==> config.mk <==
export PLATFORM = sky130hd
export DESIGN_NAME = tas_pkt_tx
export DESIGN_NICKNAME = d
export VERILOG_FILES = /design/src/rtl/tas_pkt_tx.sv
export SDC_FILE = /design/constraint.sdc
export NUM_CORES = 1
export LEC_CHECK = 0
export CAP_MARGIN = 20
export CORE_ASPECT_RATIO = 2
export CORE_MARGIN = 2
export CORE_UTILIZATION = 45
export DETAILED_ROUTE_END_ITERATION = 12
export HOLD_SLACK_MARGIN = 0.03
export SYNTH_ARGS = -nofsm -noshare
export SYNTH_HDL_FRONTEND = slang
export SYNTH_SLANG_ARGS = --single-unit
==> constraint.sdc <==
create_clock -name clk_50 -period 2.37 [get_ports clk_50]
set_input_delay 0.474 -clock clk_50 [delete_from_list [all_inputs] [get_ports clk_50]]
set_output_delay 0.474 -clock clk_50 [all_outputs]
set_load 0.02 [all_outputs]
==> src/rtl/tas_pkt_tx.sv <==
// Packet serialiser: buffers payload bytes in a small FIFO and, once four are
// available, transmits a 5-byte packet (header + 4 payload bytes) LSB first.
// Each byte occupies 8 cycles with data_ena high, and there are GAP_CYCLES
// GAP cycles plus one LOAD cycle between consecutive bytes.
module tas_pkt_tx #(
    parameter int GAP_CYCLES = 2,
    parameter int FIFO_DEPTH = 8
) (
    input  logic       clk_50,
    input  logic       reset_n,
    input  logic [7:0] in_data,
    input  logic       in_valid,
    output logic       in_ready,
    input  logic       hdr_sel,
    output logic       serial_data,
    output logic       data_ena,
    output logic       busy,
    output logic       pkt_done
);

    localparam int         PTR_W    = $clog2(FIFO_DEPTH);
    localparam int         CNT_W    = PTR_W + 1;
    localparam logic [7:0] HDR_A5   = 8'hA5;
    localparam logic [7:0] HDR_C3   = 8'hC3;
    localparam logic [2:0] PKT_LAST = 3'd5;   // bytes per packet

    typedef enum logic [1:0] {
        IDLE  = 2'd0,
        LOAD  = 2'd1,
        SHIFT = 2'd2,
        GAP   = 2'd3
    } state_t;

    state_t state_q;
    state_t state_d;

    // FIFO storage and bookkeeping
    logic [7:0]       mem [0:FIFO_DEPTH-1];
    logic [PTR_W-1:0] wr_ptr;
    logic [PTR_W-1:0] rd_ptr;
    logic [CNT_W-1:0] fifo_cnt;
    logic             push;
    logic             pop;

    // Transmit datapath
    logic [7:0] shreg;
    logic [7:0] load_byte;
    logic [2:0] bit_cnt;
    logic [2:0] byte_cnt;
    logic [3:0] gap_cnt;
    logic       hdr_q;
    logic       start;

    assign in_ready = (fifo_cnt < CNT_W'(FIFO_DEPTH));
    assign push     = in_valid && in_ready;
    // Byte 0 of a packet is the header; bytes 1-4 are popped from the FIFO.
    assign pop      = (state_q == LOAD) && (byte_cnt != 3'd0);
    assign start    = (state_q == IDLE) && (state_d == LOAD);
    assign load_byte = (byte_cnt == 3'd0) ? (hdr_q ? HDR_C3 : HDR_A5)
                                          : mem[rd_ptr];

    // FIFO storage write
    // NOTE: the storage array carries no reset; the pointers and count define
    // what is valid, and leaving the array unreset lets it map onto RAM.
    always_ff @(posedge clk_50) begin
        if (push) begin
            mem[wr_ptr] <= in_data;
        end
    end

    // FIFO pointers and occupancy; pointers wrap naturally at FIFO_DEPTH
    // NOTE: sequential state uses non-blocking assignments so every register
    // samples pre-edge values regardless of block ordering.
    always_ff @(posedge clk_50 or negedge reset_n) begin
        if (!reset_n) begin
            wr_ptr   <= '0;
            rd_ptr   <= '0;
            fifo_cnt <= '0;
        end else begin
            if (push) begin
                wr_ptr <= wr_ptr + 1'b1;
            end
            if (pop) begin
                rd_ptr <= rd_ptr + 1'b1;
            end
            case ({push, pop})
                2'b10:   fifo_cnt <= fifo_cnt + 1'b1;
                2'b01:   fifo_cnt <= fifo_cnt - 1'b1;
                default: fifo_cnt <= fifo_cnt;
            endcase
        end
    end

    // FSM state register
    always_ff @(posedge clk_50 or negedge reset_n) begin
        if (!reset_n) begin
            state_q <= IDLE;
        end else begin
            state_q <= state_d;
        end
    end

    // FSM next-state logic
    // NOTE: state_d gets a default before the case so no path leaves it
    // unassigned, which would otherwise infer a latch.
    always_comb begin
        state_d = state_q;
        case (state_q)
            IDLE: begin
                if (fifo_cnt >= CNT_W'(4)) begin
                    state_d = LOAD;
                end
            end
            LOAD: begin
                state_d = SHIFT;
            end
            SHIFT: begin
                if (bit_cnt == 3'd7) begin
                    state_d = (byte_cnt < PKT_LAST) ? GAP : IDLE;
                end
            end
            GAP: begin
                if (gap_cnt == 4'(GAP_CYCLES - 1)) begin
                    state_d = LOAD;
                end
            end
            default: begin
                state_d = IDLE;
            end
        endcase
    end

    // Transmit datapath and registered outputs; each output is computed for
    // the state being entered so it is valid in the same cycle as that state.
    always_ff @(posedge clk_50 or negedge reset_n) begin
        if (!reset_n) begin
            shreg       <= '0;
            bit_cnt     <= '0;
            byte_cnt    <= '0;
            gap_cnt     <= '0;
            hdr_q       <= 1'b0;
            serial_data <= 1'b0;
            data_ena    <= 1'b0;
            busy        <= 1'b0;
            pkt_done    <= 1'b0;
        end else begin
            pkt_done <= 1'b0;
            busy     <= (state_d != IDLE);
            case (state_q)
                IDLE: begin
                    if (start) begin
                        // Header choice is frozen here for the whole packet.
                        hdr_q    <= hdr_sel;
                        byte_cnt <= 3'd0;
                    end
                end
                LOAD: begin
                    shreg       <= load_byte;
                    serial_data <= load_byte[0];
                    data_ena    <= 1'b1;
                    bit_cnt     <= 3'd0;
                    byte_cnt    <= byte_cnt + 3'd1;
                end
                SHIFT: begin
                    if (bit_cnt == 3'd7) begin
                        serial_data <= 1'b0;
                        data_ena    <= 1'b0;
                        gap_cnt     <= 4'd0;
                        if (byte_cnt >= PKT_LAST) begin
                            pkt_done <= 1'b1;
                        end
                    end else begin
                        serial_data <= shreg[1];
                        shreg       <= {1'b0, shreg[7:1]};
                        bit_cnt     <= bit_cnt + 3'd1;
                    end
                end
                GAP: begin
                    gap_cnt <= gap_cnt + 4'd1;
                end
                default: begin
                    data_ena <= 1'b0;
                end
            endcase
        end
    end

endmodule

# Yosys cells after proc, flatten, opt, wreduce, memory -nomap -nowiden
# Memory sizes are Yosys's and may differ from the RTL's.
# Index checks and enable logic that the tools add are counted.
# word_totals
regBits	35
latch_bits	0
mem_bits_rw	64
romBits	0
n_memories	1
# mem_list
memory	words	word_bits	rd	rd_clocked_by_memory_dff	write_ports	line	source
mem	8	8	1	0	1	38	logic [7:0] mem [0:FIFO_DEPTH-1];
# op_classes
add_sub_neg	7
n_mul	0
n_div	0
magnitude_cmp	4
eq_ne	11
shift	0
muxes	25
bitwise	0
n_reduce_logical	16
# ops
op	n
$mux W8	2
$pmux W4 S2	2
$pmux W8 S2	1
$add A3 B1 Y3 const B	4
$pmux W3 S2	2
$reduce_and A2 Y1	5
$reduce_bool A2 Y1	5
$add A4 B1 Y4 const B	2
$mux W2	4
$pmux W2 S4	1
$mux W1	7
$mux W7	1
$eq A2 B1 Y1 const B	3
$eq A2 B2 Y1 const B	3
$mux W3	2
$ne A2 B2 Y1 const B	3
$eq A4 B1 Y1 const B	1
$ge A4 B3 Y1 const B	1
$lt A4 B4 Y1 const B	1
$mux W4	1
$pmux W1 S2	2
$sub A4 B1 Y4 const B	1
$eq A3 B3 Y1 const B	1
$ge A3 B3 Y1 const B	1
other kinds (5)	7

# Depth between registers and ports, before layout
# logic_depth
ltp_word	8
ltp_mapped	12
mapped_depth_nobuf	12

# Worst setup path after synthesis
# OpenSTA, ideal clock, no wires.
# synth_path
kind	reg-to-reg
from	reg state_q[1]
to	reg fifo_cnt[3]
t_arrival_ns	2.342
path_slack_ns	-0.052
stages_incl_launch_ff	10
n_path_buf	1
synth_period_minus_slack_ns	2.422
cell_sequence	dfrtp_1 -> inv_1 -> ha_1 -> buf_1 -> nand2_1 -> inv_1 -> ha_1 -> or4b_2 -> a21oi_1 -> xnor2_1
# synth_via
elab_chain_len	4
# synth_rtl
item	line	source
start: declaration	34	state_t state_q;
start signal: assignment	99	state_q <= state_d;
$eq A2 B1 Y1 *	57	assign pop = (state_q == LOAD) && (byte_cnt != 3'd0);
$logic_and A1 B1 Y1 *	57	
named net pop	43	logic pop;
$eq A2 B1 Y1 or $eq A2 B2 Y1 (tied branches)	86	case ({push, pop})
$pmux W4 S2 or $reduce_bool A2 Y1 (tied branches)	--	
end signal: assignment	87	2'b10: fifo_cnt <= fifo_cnt + 1'b1;
end signal: assignment	88	2'b01: fifo_cnt <= fifo_cnt - 1'b1;
end signal: assignment	89	default: fifo_cnt <= fifo_cnt;
end: declaration	41	logic [CNT_W-1:0] fifo_cnt;
# Mark *: on every way through the listed nets, which the timed path passes. The rest lies on a longest branch.
# A chain may end at the register's enable or synchronous reset.

# Final worst setup path
# layout_path
from	reg byte_cnt[1]
to	reg fifo_cnt[2]
# layout_via
elab_chain_len	4
# layout_rtl
item	line	source
start: declaration	49	logic [2:0] byte_cnt;
start signal: assignment	162	byte_cnt <= byte_cnt + 3'd1;
$reduce_bool A3 Y1 *	57	
$logic_and A1 B1 Y1 *	57	
named net pop	43	
$eq A2 B1 Y1 or $eq A2 B2 Y1 (tied branches)	86	
$pmux W4 S2 or $reduce_bool A2 Y1 (tied branches)	--	
# Marks and branches as above.

==> results by group <==
STA
  – Pins Over Slew Limit: 0
  – Setup_tns: 0 ns
  – Final setup vio count: 0
  – Final critical-path share of the clock period: 90.76%
  – Layout Skew: 0.006771 ns
  – Final hold vios: 0
  – Fin crit period: 2.151 ns
  – Worst-Margin Slew: 0.4855 ns
  – Worst slew margin: 67.29%
  – Fmax: 464.9 MHz

Pwr
  – Overall power: 4.064 mW
  – P per Cell Area: 803.6 mW/mm^2
  – Comb pwr share: 10.9%
  – Seq pwr share: 52.3%
  – Leakage Power: 1.888 nW
  – Sw Ratio: 24.91%
  – NetSw: 1.013 mW
  – Int Power: 3.051 mW
  – Clock network power share: 36.8%
  – Max IR drop VDD: 0.5480 mV

Clocking
  – Htree depth: 3
  – Reg clk slew, reported paths: 0.07 ns
  – Clock Path Buffers: 2
  – Root buffer cell: clkbuf_16
  – # clock sinks: 98
  – CTS tree: yes
  – Worst skew pair latency: 0.35 ns
  – Num CTS Buffers: 9
  – Hold Buf Count CTS: 0

Synthesis
  – Leading area contributor after synthesis: edfxtp_1
  – Synth unique cells: 47
  – Register area share after synthesis: 63.94%
  – Prevailing post-synth register cell: edfxtp_1
  – Synthesized area: 0.004337 sq mm
  – Top post-synthesis cells by area: edfxtp_1, dfrtp_1, ha_1
  – Yosys top cell area share: 44.32%
  – Post-synth top cells: edfxtp_1, dfrtp_1, nor2_1
  – #FFs+latches synth: 98
  – Number of synthesized flops with an enable pin: 64
  – Most frequent cell after synthesis: edfxtp_1
  – Asr flop ratio synth: 34.69%
  – Avg Cell Area, Syn: 14.70 sq um
  – Post-synthesis instance total: 295
  – Mapped Nets: 323
  – Synth warn: 0

Detailed routing
  – Met2 wire len: 4613 um
  – Via density: 5.640
  – Routed Antenna Nets: 0
  – Final wirelength: 8155 um
  – Max layer used: met4
  – Routed wire per std cell: 18.37 um
  – First-pass DRT Iterations: 4
  – Initial drt markers: 172
  – Met1 wire length: 3149 um
  – DR vias: 2504
  – Met3 wire length: 167 um
  – DRC Markers: 0

Layout
  – Ant diodes: 0
  – Layout fillers: 792
  – Layout Nets: 363
  – Share of cells above drive strength 1: 17.35%
  – Area grow syn2layout: 16.62%
  – Final std cell area, no fill: 0.005057 sq mm
  – Finished Layout Cells: 444

Place
  – Placed wire-length estimate: 5758 um
  – Placement Cell Area: 0.004738 sq mm
  – Port Buffers: 16
  – Final GP Congestion: 0.7614
  – Dpl cells: 427

Worst setup path
  – Setup slack, reg-to-reg: 0.22 ns
  – Worst-path maximum fanout: 5
  – Largest stage delay, worst path: 0.42 ns
  – Critical path data required time: 2.60 ns
  – Crit-path slowest cell: dfrtp_1
  – FF-to-FF End: fifo_cnt[2]$_DFFE_PN0P_
  – Worst r2r src: byte_cnt[1]$_DFFE_PN0P_
  – Worst Setup End Kind: flip-flop
  – Depth of the worst register-to-register path: 12
  – CP startpoint kind: flip-flop
  – Worst Setup Path Type: reg -> reg
  – CP Cell Sequence: inv_1 > ha_1 > nand2b_1 > nand2_2 > inv_1 > ha_1 > xor2_1 > ha_1 > a21oi_1 > xor2_1 > nor2_1 > xor2_1
  – CP Data Arrival Time: 2.38 ns

Global route
  – Largest net degree at the start of global routing: 35
  – Vias in the first global route: 2639
  – GRT overflow: 0
  – GRT Total Usage: 17.70%
  – First-pass GRT wire length: 13460 um
  – Initial antenna violation count: 0

Floorplan
  – # IOs: 17
  – Initial cell density of the core: 46.21%
  – Core area: 0.009384 sq mm
  – DIE AREA: 0.01049 sq mm
  – Die W: 73.42 um
  – Die height: 142.8 um
  – Row Count: 50

Job
  – Max-Cap Viols: 0

Outcome
  – Status: completed

Worst hold path
  – Hold Path End: wr_ptr[0]$_DFFE_PN0P_
  – Min-delay src: wr_ptr[0]$_DFFE_PN0P_
  – Tightest Hold Check Type: reg -> reg
  – Hold Crit Depth: 1
timing repair:
| action | CTS | global route |
|---|---|---|
| gates resized for setup | 0 | 2 |
| setup endpoints to repair | 0 | 2 |
| buffers inserted | 0 | 1 |
state kept, by name, indices dropped and copies added (netlist names):
register     count
rd_ptr           3
bit_cnt          3
gap_cnt          4
state_q          2
shreg            7
fifo_cnt         4
serial_data      1
data_ena         1
pkt_done         1
byte_cnt         3
wr_ptr           3
mem             64
hdr_q            1
busy             1
worst max-delay path by stage:
stage                                        from                       to  slack, ns  depth (start not counted)
final                     byte_cnt[1]$_DFFE_PN0P_  fifo_cnt[2]$_DFFE_PN0P_       0.22                         12
after global routing      byte_cnt[1]$_DFFE_PN0P_  fifo_cnt[2]$_DFFE_PN0P_     -0.003                         12
after detailed placement                 in_valid  fifo_cnt[2]$_DFFE_PN0P_      -0.03                         10
after CTS                 byte_cnt[0]$_DFFE_PN0P_  fifo_cnt[3]$_DFFE_PN0P_       0.14                          9
after global placement                   in_valid  fifo_cnt[2]$_DFFE_PN0P_       0.03                         10
after floorplan              state_q[1]$_DFF_PN0_  fifo_cnt[3]$_DFFE_PN0P_       0.09                          9
layer usage:
layer,GRT usage [%],vias to the layer above
li1,-,1201
met1,19.00,1261
met2,31.96,29
met3,3.740,13
met4,8.421,0
met5,0,-
cell usage in the layout (no fill, tap or decap), types with 3 or more instances in the layout:
master	count
buf_4	22
edfxtp_1	64
nor2_1	20
clkbuf_16	9
mux4_1	7
mux2_2	8
inv_1	14
nand2_1	17
nand2b_1	6
o21ai_0	18
nor3_1	3
mux4_2	6
a22o_1	6
a21oi_1	11
xnor2_1	6
mux2i_1	10
ha_1	16
dfrtp_1	33
inv_6	3
xor2_1	4
o211ai_1	5
clkdlybuf4s50_1	16
nor2b_1	4
cells by family (layout without fill, tap and decap cells):
family / count (synthesis) / in the layout / synth area share, %
muxes: 32 / 32 / 12.09
adders and majority gates: 16 / 16 / 4.616
buffers and inverters: 24 / 69 / 2.366
and+or+nand+nor: 57 / 57 / 6.030
AOI/OAI and AO/OA: 58 / 58 / 8.944
DFF: 98 / 98 / 63.94
xor gates and xnor gates: 10 / 10 / 2.020
layout make-up:
type | count | area [sq um] | area share, %
Tap cell | 104 | 130.1 | 2.573
Clock buffer | 9 | 225.2 | 4.453
Sequential cell | 98 | 2774 | 54.85
Timing Repair Buffer | 38 | 325.3 | 6.432
Inverter | 15 | 56.30 | 1.113
Clock inverter | 7 | 82.58 | 1.633
Multi-Input combinational cell | 173 | 1464 | 28.95
power by group through the flow:
| stage | clock (mW) | combinational [mW] | sequential (mW) |
|---|---|---|---|
| 2_1_floorplan | 0 | 0.275 | 2.13 |
| 4_1_cts | 1.53 | 0.455 | 2.13 |
| 3_5_place_dp | 0 | 0.453 | 2.16 |
| 3_3_place_gp | 0 | 0.440 | 2.15 |
| 6_report | 1.50 | 0.444 | 2.13 |
| 5_1_grt | 1.60 | 0.499 | 2.15 |
critical path, delay by kind of cell, from the launching register on:
kind / cells / cell delay (ns)
AOI/OAI and AO/OA: 1 / 0.16
DFF: 1 / 0.42
adders and majority gates: 3 / 0.57
buffers and inverters: 2 / 0.17
xor gates and xnor gates: 3 / 0.47
and+or+nand+nor: 3 / 0.26
per-stage QoR:
stage | utilization, % | worst slack (ns) | hold slack [ns]
floorplan | - | 0.09436 | 0.1784
global placement | 50.49 | 0.02528 | 0.4980
detailed placement | 50.49 | -0.02938 | 0.5066
CTS | 53.77 | 0.1399 | 0.5199
global route | 53.89 | -0.003269 | 0.5408
finish | 53.89 | 0.2190 | 0.5234
Note: power is estimated with default switching activity, not from simulation.
